**config.mk**
```make
export PLATFORM = sky130hd
export DESIGN_NAME = regfile_bank8
export DESIGN_NICKNAME = d
export VERILOG_FILES = /design/src/rtl/regfile_bank8.sv
export SDC_FILE = /design/constraint.sdc
export NUM_CORES = 1
export LEC_CHECK = 0
export ABC_AREA = 1
export CAP_MARGIN = 30
export CORE_MARGIN = 5
export CORE_UTILIZATION = 35
export DETAILED_ROUTE_END_ITERATION = 16
export PLACE_DENSITY = 0.49
export SYNTH_ARGS = -nofsm -noshare
export SYNTH_HDL_FRONTEND = slang
export SYNTH_SLANG_ARGS = --single-unit
```
**constraint.sdc**
```tcl
create_clock -name clk -period 2.7 [get_ports clk]
set_clock_uncertainty 0.05 [all_clocks]
set_input_delay 0.27 -clock clk [delete_from_list [all_inputs] [get_ports clk]]
set_output_delay 0.27 -clock clk [all_outputs]
set_load 0.02 [all_outputs]
```
**src/rtl/regfile_bank8.sv**
```systemverilog
// regfile_bank8: 8 x WIDTH register bank driven by a one-hot write select, with two
// registered read ports, same-edge write-to-read bypass and one-hot integrity logging.
module regfile_bank8 #(
    parameter int WIDTH    = 32,
    parameter bit ZERO_REG = 1'b1
) (
    input  logic             clk,
    input  logic             reset_n,
    input  logic             wr_en,
    input  logic [7:0]       wr_sel,
    input  logic [WIDTH-1:0] wr_data,
    input  logic [2:0]       rd_addr_a,
    input  logic [2:0]       rd_addr_b,
    input  logic             err_clr,
    output logic [WIDTH-1:0] rd_data_a,
    output logic [WIDTH-1:0] rd_data_b,
    output logic             sel_err,
    output logic [7:0]       err_count
);
    logic [WIDTH-1:0] regs_q [8];
    logic [WIDTH-1:0] rd_data_a_q, rd_data_a_d;
    logic [WIDTH-1:0] rd_data_b_q, rd_data_b_d;
    logic             sel_err_q, sel_err_d;
    logic [7:0]       err_count_q, err_count_d;
    logic             onehot, wr_valid, sel_viol;
    logic [2:0]       wr_idx;

    // Classify the select: exactly one bit set is a legal write, anything else with wr_en is a violation
    always_comb begin
        onehot   = (wr_sel != 8'd0) && ((wr_sel & (wr_sel - 8'd1)) == 8'd0);
        wr_valid = wr_en && onehot;
        sel_viol = wr_en && !onehot;
        wr_idx   = 3'd0;
        for (int i = 0; i < 8; i++)
            if (wr_sel[i]) wr_idx = 3'(i);
    end

    // Next read data: zero register wins, then the bypassed write, then stored contents
    always_comb begin
        rd_data_a_d = (ZERO_REG && rd_addr_a == 3'd7) ? '0 :
                      (wr_valid && wr_idx == rd_addr_a) ? wr_data : regs_q[rd_addr_a];
        rd_data_b_d = (ZERO_REG && rd_addr_b == 3'd7) ? '0 :
                      (wr_valid && wr_idx == rd_addr_b) ? wr_data : regs_q[rd_addr_b];
    end

    // Error tracking: a violation on the same edge as a clear restarts the log at one event
    always_comb begin
        sel_err_d   = sel_viol ? 1'b1 : (err_clr ? 1'b0 : sel_err_q);
        err_count_d = sel_viol ? (err_clr ? 8'd1 : (err_count_q == 8'hFF ? 8'hFF : err_count_q + 8'd1)) :
                      (err_clr ? 8'd0 : err_count_q);
    end

    // Register array update; register 7 is never written when it is the hardwired zero
    always_ff @(posedge clk or negedge reset_n) begin
        if (!reset_n) begin
            for (int i = 0; i < 8; i++) regs_q[i] <= '0;
        end else begin
            for (int i = 0; i < 8; i++)
                if (wr_valid && wr_idx == 3'(i) && !(ZERO_REG && i == 7)) regs_q[i] <= wr_data;
        end
    end

    // Read-port and error-log registers
    always_ff @(posedge clk or negedge reset_n) begin
        if (!reset_n) begin
            rd_data_a_q <= '0;
            rd_data_b_q <= '0;
            sel_err_q   <= 1'b0;
            err_count_q <= 8'd0;
        end else begin
            rd_data_a_q <= rd_data_a_d;
            rd_data_b_q <= rd_data_b_d;
            sel_err_q   <= sel_err_d;
            err_count_q <= err_count_d;
        end
    end

    assign rd_data_a = rd_data_a_q;
    assign rd_data_b = rd_data_b_q;
    assign sel_err   = sel_err_q;
    assign err_count = err_count_q;
endmodule

```
==> qor.csv, run 1 <==
stage,metric,value,unit
power_and_ir_drop,power_density,579,mW/mm²
logic_synthesis,synth_area,0.0154,mm²
worst_setup_path,reg2reg_depth,7,
finish,layout_common_cells,"380 x nand2_1, 297 x dfrtp_1, 253 x a21oi_1",
placement,place_ws,0.0727,ns
logic_synthesis,ys_ff_latch,297,
floorplan,die_y,220,µm
logic_synthesis,synth_warnings,32,
sta,hold_viol,0,
sta,fmax,0.481,GHz
logic_synthesis,ys_seq_area_share,48.3,%
sta,worstMarginPinSlew,0.755,ns
clocking,clk_path_buf_depth,3,
sta,rsz0062_at_grt,no,
worst_setup_path,end_kind,flop,
worst_setup_path,cp_top_family,simple AND/OR/NAND/NOR gates,
placement,io_buffers,122,
logic_synthesis,synth_fp_nets,2119,
worst_setup_path,required,3.07,ns
worst_setup_path,startpoint_type,input port,
finish,final_area,0.0189,mm²
clocking,htree_levels,2,
sta,fin_setup_tns,0,ns
power_and_ir_drop,power.total,10.9,mW
worst_setup_path,r2r-end,err_count[0],
logic_synthesis,synth_top_area_share,48.3,%
sta,final.setup.worst_slack,0.623,ns
clocking,cts_setup_buffers,0,
worst_setup_path,crit_start,wr_sel[4],
route,post_drt_wl_per_cell,19.7,µm
logic_synthesis,ys_top_cells_by_area,"dfrtp_1 48%, nand2_1 9.4%, a21oi_1 8.2%",
sta,finalSetupViolCount,0,
grt,gr-total-overflow,0,
worst_setup_path,worstPathMaxFanout,7,
clocking,clk_latency,0.55,ns
logic_synthesis,synth_cells,2068,
floorplan,core_area,0.0433,mm²
floorplan,rows,76,
power_and_ir_drop,p_comb_share,13.4,%
route,num_vias,14600,
power_and_ir_drop,netSwitchingPower,2.98,mW
power_and_ir_drop,p_seq_share,42.8,%
worst_setup_path,r2r_setup_slack,0.95,ns
route,drc,0,
floorplan,pin_count,123,
power_and_ir_drop,internal_power,7.94,mW
clocking,cts_made_buffers,35,
placement,post-dp-hpwl,32.9,mm
floorplan,die-area,0.0483,mm²
worst_setup_path,r2r_start,err_count[1],
floorplan,die_x,220,µm
worst_setup_path,cp_slowest_cell,clkdlybuf4s50_1,
floorplan,start_util,35.6,%
worst_setup_path,worst_ep_arrival_time,2.44,ns
sta,finalCriticalPeriod,2.08,ns
power_and_ir_drop,clkPwrFrac,43.8,%
finish,layout_commonest_cell,nand2_1,
sta,slew_headroom,49.7,%
logic_synthesis,synth_cell_types,29,
sta,finalMaxSlewViolations,0,
grt,grt_pass1_wl,84.1,mm
grt,track_usage,22.3,%
route,drt-initial-drc-count,1296,
route,wl,54.3,mm
logic_synthesis,synth.avg_cell_area,7.45,µm²
finish,area_growth,22.4,%
grt,grt_pass1_vias,14100,
worst_setup_path,path_cells,clkdlybuf4s50_1 -> nor2_2 -> a21oi_1 -> nor2_1 -> nand2_1 -> nor2_1 -> nand2_1 -> nor2_4 -> buf_12 -> nor2_1 -> nor2_1,
power_and_ir_drop,switching_share,27.3,%
placement,dpl_cell_area,0.0177,mm²
finish,nets,2195,
worst_setup_path,cp_num_buf_inv,2,
worst_setup_path,path_common_cell,nor2_1,
outcome,outcome,"complete, no violations",
power_and_ir_drop,leakagePower,8.38,nW
route,first_pass_iters,5,
finish,antenna_cells,0,
finish,utilization,43.6,%
logic_synthesis,yosys.area.top_type,dfrtp_1,
worst_setup_path,worst-path-stages,11,
finish,drive_gt1_share,8.16,%
sta,finalCritPeriodShare,76.9,%
route,viasPerCell,5.32,
worst_setup_path,endpoint,rd_data_b[13],
clocking,numClockSinks,297,
route,antenna_left,0,
worst_setup_path,slowest_delay,0.45,ns
grt,antenna_found_initial,0,
power_and_ir_drop,ir_drop,372,µV
worst_setup_path,critical_path_class,input port to flop,
clocking,cts_tree,built,
grt,grt_max_degree,110,
clocking,cts.clk_slew.worst_paths,0.06,ns
hold_path,hold_path.class,input port to asynchronous set/reset pin,
placement,place_congestion,0.818,
clocking,root_buffer,clkbuf_16,
run,max_cap_violations,0,
finish,fill_cells,4399,
[state kept, by name, indices dropped and copies added (netlist names)]
register and cells:
regs_q 224, sel_err 1, rd_data_a 32, rd_data_b 32
err_count 8
[worst register-to-register path: cells and delay by family, from the launching register on]
family / cells / cell delay [ns]
flip-flops: 1 / 0.39
AND/OR/NAND/NOR: 4 / 0.73
AO/OA/AOI/OAI: 1 / 0.15
adder cells (fa/ha/maj): 1 / 0.20
buffers and inverters: 1 / 0.15
[worst min-delay path by stage]
stage | to | startpoint
2_1_floorplan | err_count[0] | reset_n
3_3_place_gp | rd_data_a[8] | reset_n
3_5_place_dp | rd_data_a[8] | reset_n
4_1_cts | regs_q[116] | wr_data[20]
5_1_grt | regs_q[122] | wr_data[26]
6_report | rd_data_a[8] | reset_n
[metal layers]
layer	up-vias	GRT usage [%]	routed length (µm)
met5	-	0	0
met1	7086	32.4	25400
li1	7026	-	-
met3	74	3.49	3650
met2	463	34.5	23800
met4	0	7.01	1440
[cell type report]
class | count | area, µm² | share of cell area (%)
multi-input combinational | 1446 | 6800 | 36.1
sequential | 297 | 7430 | 39.4
clock buffer | 54 | 1070 | 5.67
tap | 585 | 732 | 3.88
inverter | 171 | 646 | 3.42
timing repair buffer | 193 | 2090 | 11.1
clock inverter | 8 | 82.6 | 0.438
[stage by stage]
step	instances	hold slack (ns)
2_1_floorplan	2068	-0.0756
3_3_place_gp	2691	0.222
3_5_place_dp	2691	0.232
4_1_cts	2754	0.234
5_1_grt	2754	0.281
6_report	2754	0.216
[power groups by stage]
stage	clock, mW	sequential (mW)	combinational (mW)
after global routing	5.08	4.69	1.60
final	4.78	4.68	1.46
after CTS	4.93	4.68	1.47
after detailed placement	0	4.76	1.46
after floorplan	0	4.85	0.637
after global placement	0	4.75	1.46
[logic make-up (layout without fill, tap and decap cells)]
group,after synthesis,count (layout),synth area share (%)
AO/OA/AOI/OAI,684,684,23.0
XOR/XNOR,3,3,0.171
adder cells (fa/ha/maj),1,1,0.0812
buffers and inverters,325,426,8.15
flip-flops,297,297,48.3
AND/OR/NAND/NOR,758,758,20.4
[cell usage after synthesis (all sizes together)]
| cell | instances |
|---|---|
| nand2 | 385 |
| o21ai | 373 |
| dfrtp | 297 |
| a21oi | 253 |
| nor2 | 192 |
| inv | 169 |
| nand3 | 154 |
| clkbuf | 115 |
| buf | 39 |
| a31oi | 24 |
| o211ai | 21 |
| or2 | 21 |
| a211oi | 9 |
| nor3 | 4 |
| clkinv | 2 |
| nand4 | 2 |
| o22ai | 2 |
| xor2 | 2 |
| a22oi | 1 |
| ha | 1 |
| o2111ai | 1 |
| xnor2 | 1 |
[what timing repair did]
item                                   in CTS  in global routing
hold buffers                                1                  0
endpoints found under the hold margin      57                  0
resized for setup                           0                  0
No activity file was read; power rests on OpenSTA's default activity.
==> run 2: changes to the inputs <==
Clock period 2.7 ns to 2.1 ns, I/O delays scaled along.
==> run 2 against run 1 <==
  * Via count increased by 1.1%
  * Combinational power increased by 34%
  * Total power is 32% higher
  * Setup slack got worse by 0.47 ns
  * Worst hold slack got worse by 0.052 ns
  * Cell count increased by 1.5%
  * Core utilization is 1.2 points higher
  * Flip-flop and latch count unchanged
  * Count of clock-buffer cells in the layout increased by 4
  * Critical endpoint is now rd_data_a[13]
==> qor.csv, run 2 (synthesis results as in run 1) <==
stage,metric,value,unit,change
finish,largest_reg_flops,224,,unchanged
finish,final_area,0.0194,mm²,+2.8%
finish,final_cells,2796,,+1.5%
worst_setup_path,worstPathMaxFanout,1,,-6
worst_setup_path,cp_slowest_cell,clkdlybuf4s50_1,,
worst_setup_path,cp_num_buf_inv,1,,-1
placement,io_buffers,122,,unchanged
clocking,cts_made_buffers,37,,+5.7%
route,drc,0,,unchanged
sta,slew_headroom,63.4,%,+14 points
finish,seqCellArea,0.00743,mm²,unchanged
worst_setup_path,end_kind,output pin,,
sta,finalCritPeriodShare,92.6,%,
floorplan,start_util,35.6,%,unchanged
sta,hold_viol,0,,unchanged
worst_setup_path,path_cells,clkdlybuf4s50_1,,
grt,grt_max_degree,65,,-41%
finish,nets,2236,,+1.9%
sta,finalCriticalPeriod,1.95,ns,
finish,area_growth,25.8,%,
clocking,root_buffer,clkbuf_16,,
grt,grt_pass1_wl,85.4,mm,+1.5%
sta,finalMaxSlewViolations,0,,unchanged
finish,antenna_cells,0,,unchanged
run,max_cap_violations,0,,unchanged
worst_setup_path,cp_top_family,buffers and inverters,,
route,antenna_left,0,,unchanged
power_and_ir_drop,leakagePower,8.65,nW,+3.2%
clocking,numClockSinks,297,,unchanged
route,drt-initial-drc-count,1334,,+2.9%
route,post_drt_wl_per_cell,19.8,µm,+0.74%
sta,fin_setup_tns,0,ns,unchanged
hold_path,hold_path.class,input port to asynchronous set/reset pin,,
worst_setup_path,startpoint_type,flop,,
placement,dpl_cell_area,0.0182,mm²,+2.6%
sta,fmax,0.514,GHz,
floorplan,core_area,0.0433,mm²,unchanged
placement,place_congestion,0.823,,+0.59%
floorplan,die_y,220,µm,unchanged
clocking,clk_path_buf_depth,3,,unchanged
power_and_ir_drop,ir_drop,467,µV,+26%
sta,finalSetupViolCount,0,,unchanged
clocking,cts_tree,built,,
clocking,clk_latency,0.56,ns,about the same
grt,use_met2,34.8,%,+0.28 points
finish,drive_gt1_share,9.86,%,+1.7 points
sta,worstMarginPinSlew,0.549,ns,-0.206 ns
route,first_pass_iters,5,,unchanged
clocking,htree_levels,2,,unchanged
clocking,cts.clk_slew.worst_paths,0.07,ns,about the same
grt,top_usage_layer,met2,,
outcome,outcome,"complete, no violations",,
floorplan,die-area,0.0483,mm²,unchanged
worst_setup_path,critical_path_class,flop to output pin,,
finish,layout_commonest_cell,nand2_1,,
grt,grt.met1_usage,33.8,%,+1.5 points
finish,multi_input_area,0.00680,mm²,unchanged
route,wl,55.5,mm,+2.3%
power_and_ir_drop,power_density,742,mW/mm²,+28%
sta,rsz0062_at_grt,no,,
grt,track_usage,22.8,%,+0.47 points
grt,gr-total-overflow,0,,unchanged
worst_setup_path,slowest_delay,0.65,ns,+0.20 ns
route,viasPerCell,5.29,,-0.46%
placement,dpl.cell_count,2730,,+1.4%
finish,largest-register,regs_q,,
floorplan,die_x,220,µm,unchanged
grt,grt_pass1_vias,14100,,+0.28%
finish,fill_cells,4357,,-0.95%
worst_setup_path,worst_ep_arrival_time,1.69,ns,-0.75 ns
grt,use_met3,3.34,%,-0.15 points
finish,layout_common_cells,"380 x nand2_1, 297 x dfrtp_1, 253 x a21oi_1",,
route,num_vias,14800,,+1.1%
worst_setup_path,required,1.84,ns,-1.23 ns
clocking,ctsResizeCount,0,,unchanged
placement,post-dp-hpwl,34.4,mm,+4.6%
floorplan,rows,76,,unchanged
grt,antenna_found_initial,1,,+1
floorplan,pin_count,123,,unchanged
-- run 2: power by group --
| group | internal (mW) | switching (mW) |
|---|---|---|
| combinational | 0.721 | 1.23 |
| sequential | 5.92 | 0.114 |
| clock | 3.83 | 2.56 |
| total | 10.5 | 3.91 |
-- run 2: area by class of cell --
class,count,area share (%)
Clock buffer,58,5.86
Clock inverter,7,0.368
Inverter,171,3.33
Multi-Input combinational cell,1446,35.1
Sequential cell,297,38.4
Tap cell,585,3.78
Timing Repair Buffer,232,13.2
-- run 2: routing by layer --
layer | routed length [µm] | share of wire, %
met1 | 26100 | 47
met2 | 24400 | 44
met3 | 3740 | 6.7
met4 | 1280 | 2.3
met5 | 0 | 0
-- run 2: repair_timing --
action                     4_1_cts  5_1_grt
setup endpoints to repair        0        0
buffers inserted                 0        0
hold endpoints to repair       190        0
hold buffers                     1        0
-- run 2: metrics by stage --
step                power [mW]  util, %  setup slack (ns)  hold slack (ns)
detailed placement        8.09     42.0            -0.292            0.145
global placement          8.09     42.0            -0.319            0.145
floorplan                 7.06        -             0.418           -0.136
CTS                       14.6     44.8             0.101            0.158
global route              15.0     44.8            0.0597            0.196
finish                    14.4     44.8             0.154            0.164
-- run 2: final timing paths --
path,from,endpoint,slack [ns],cells after the start
max,rd_data_a[13],rd_data_a[13],0.15,1
min in group clk,wr_data[26],regs_q[122],0.20,3
max in group asynchronous,reset_n,regs_q[248],1.11,3
min,reset_n,rd_data_b[3],0.16,2
max reg2reg,err_count[1],err_count[0],0.37,7
min reg2reg,regs_q[48],regs_q[48],0.44,2
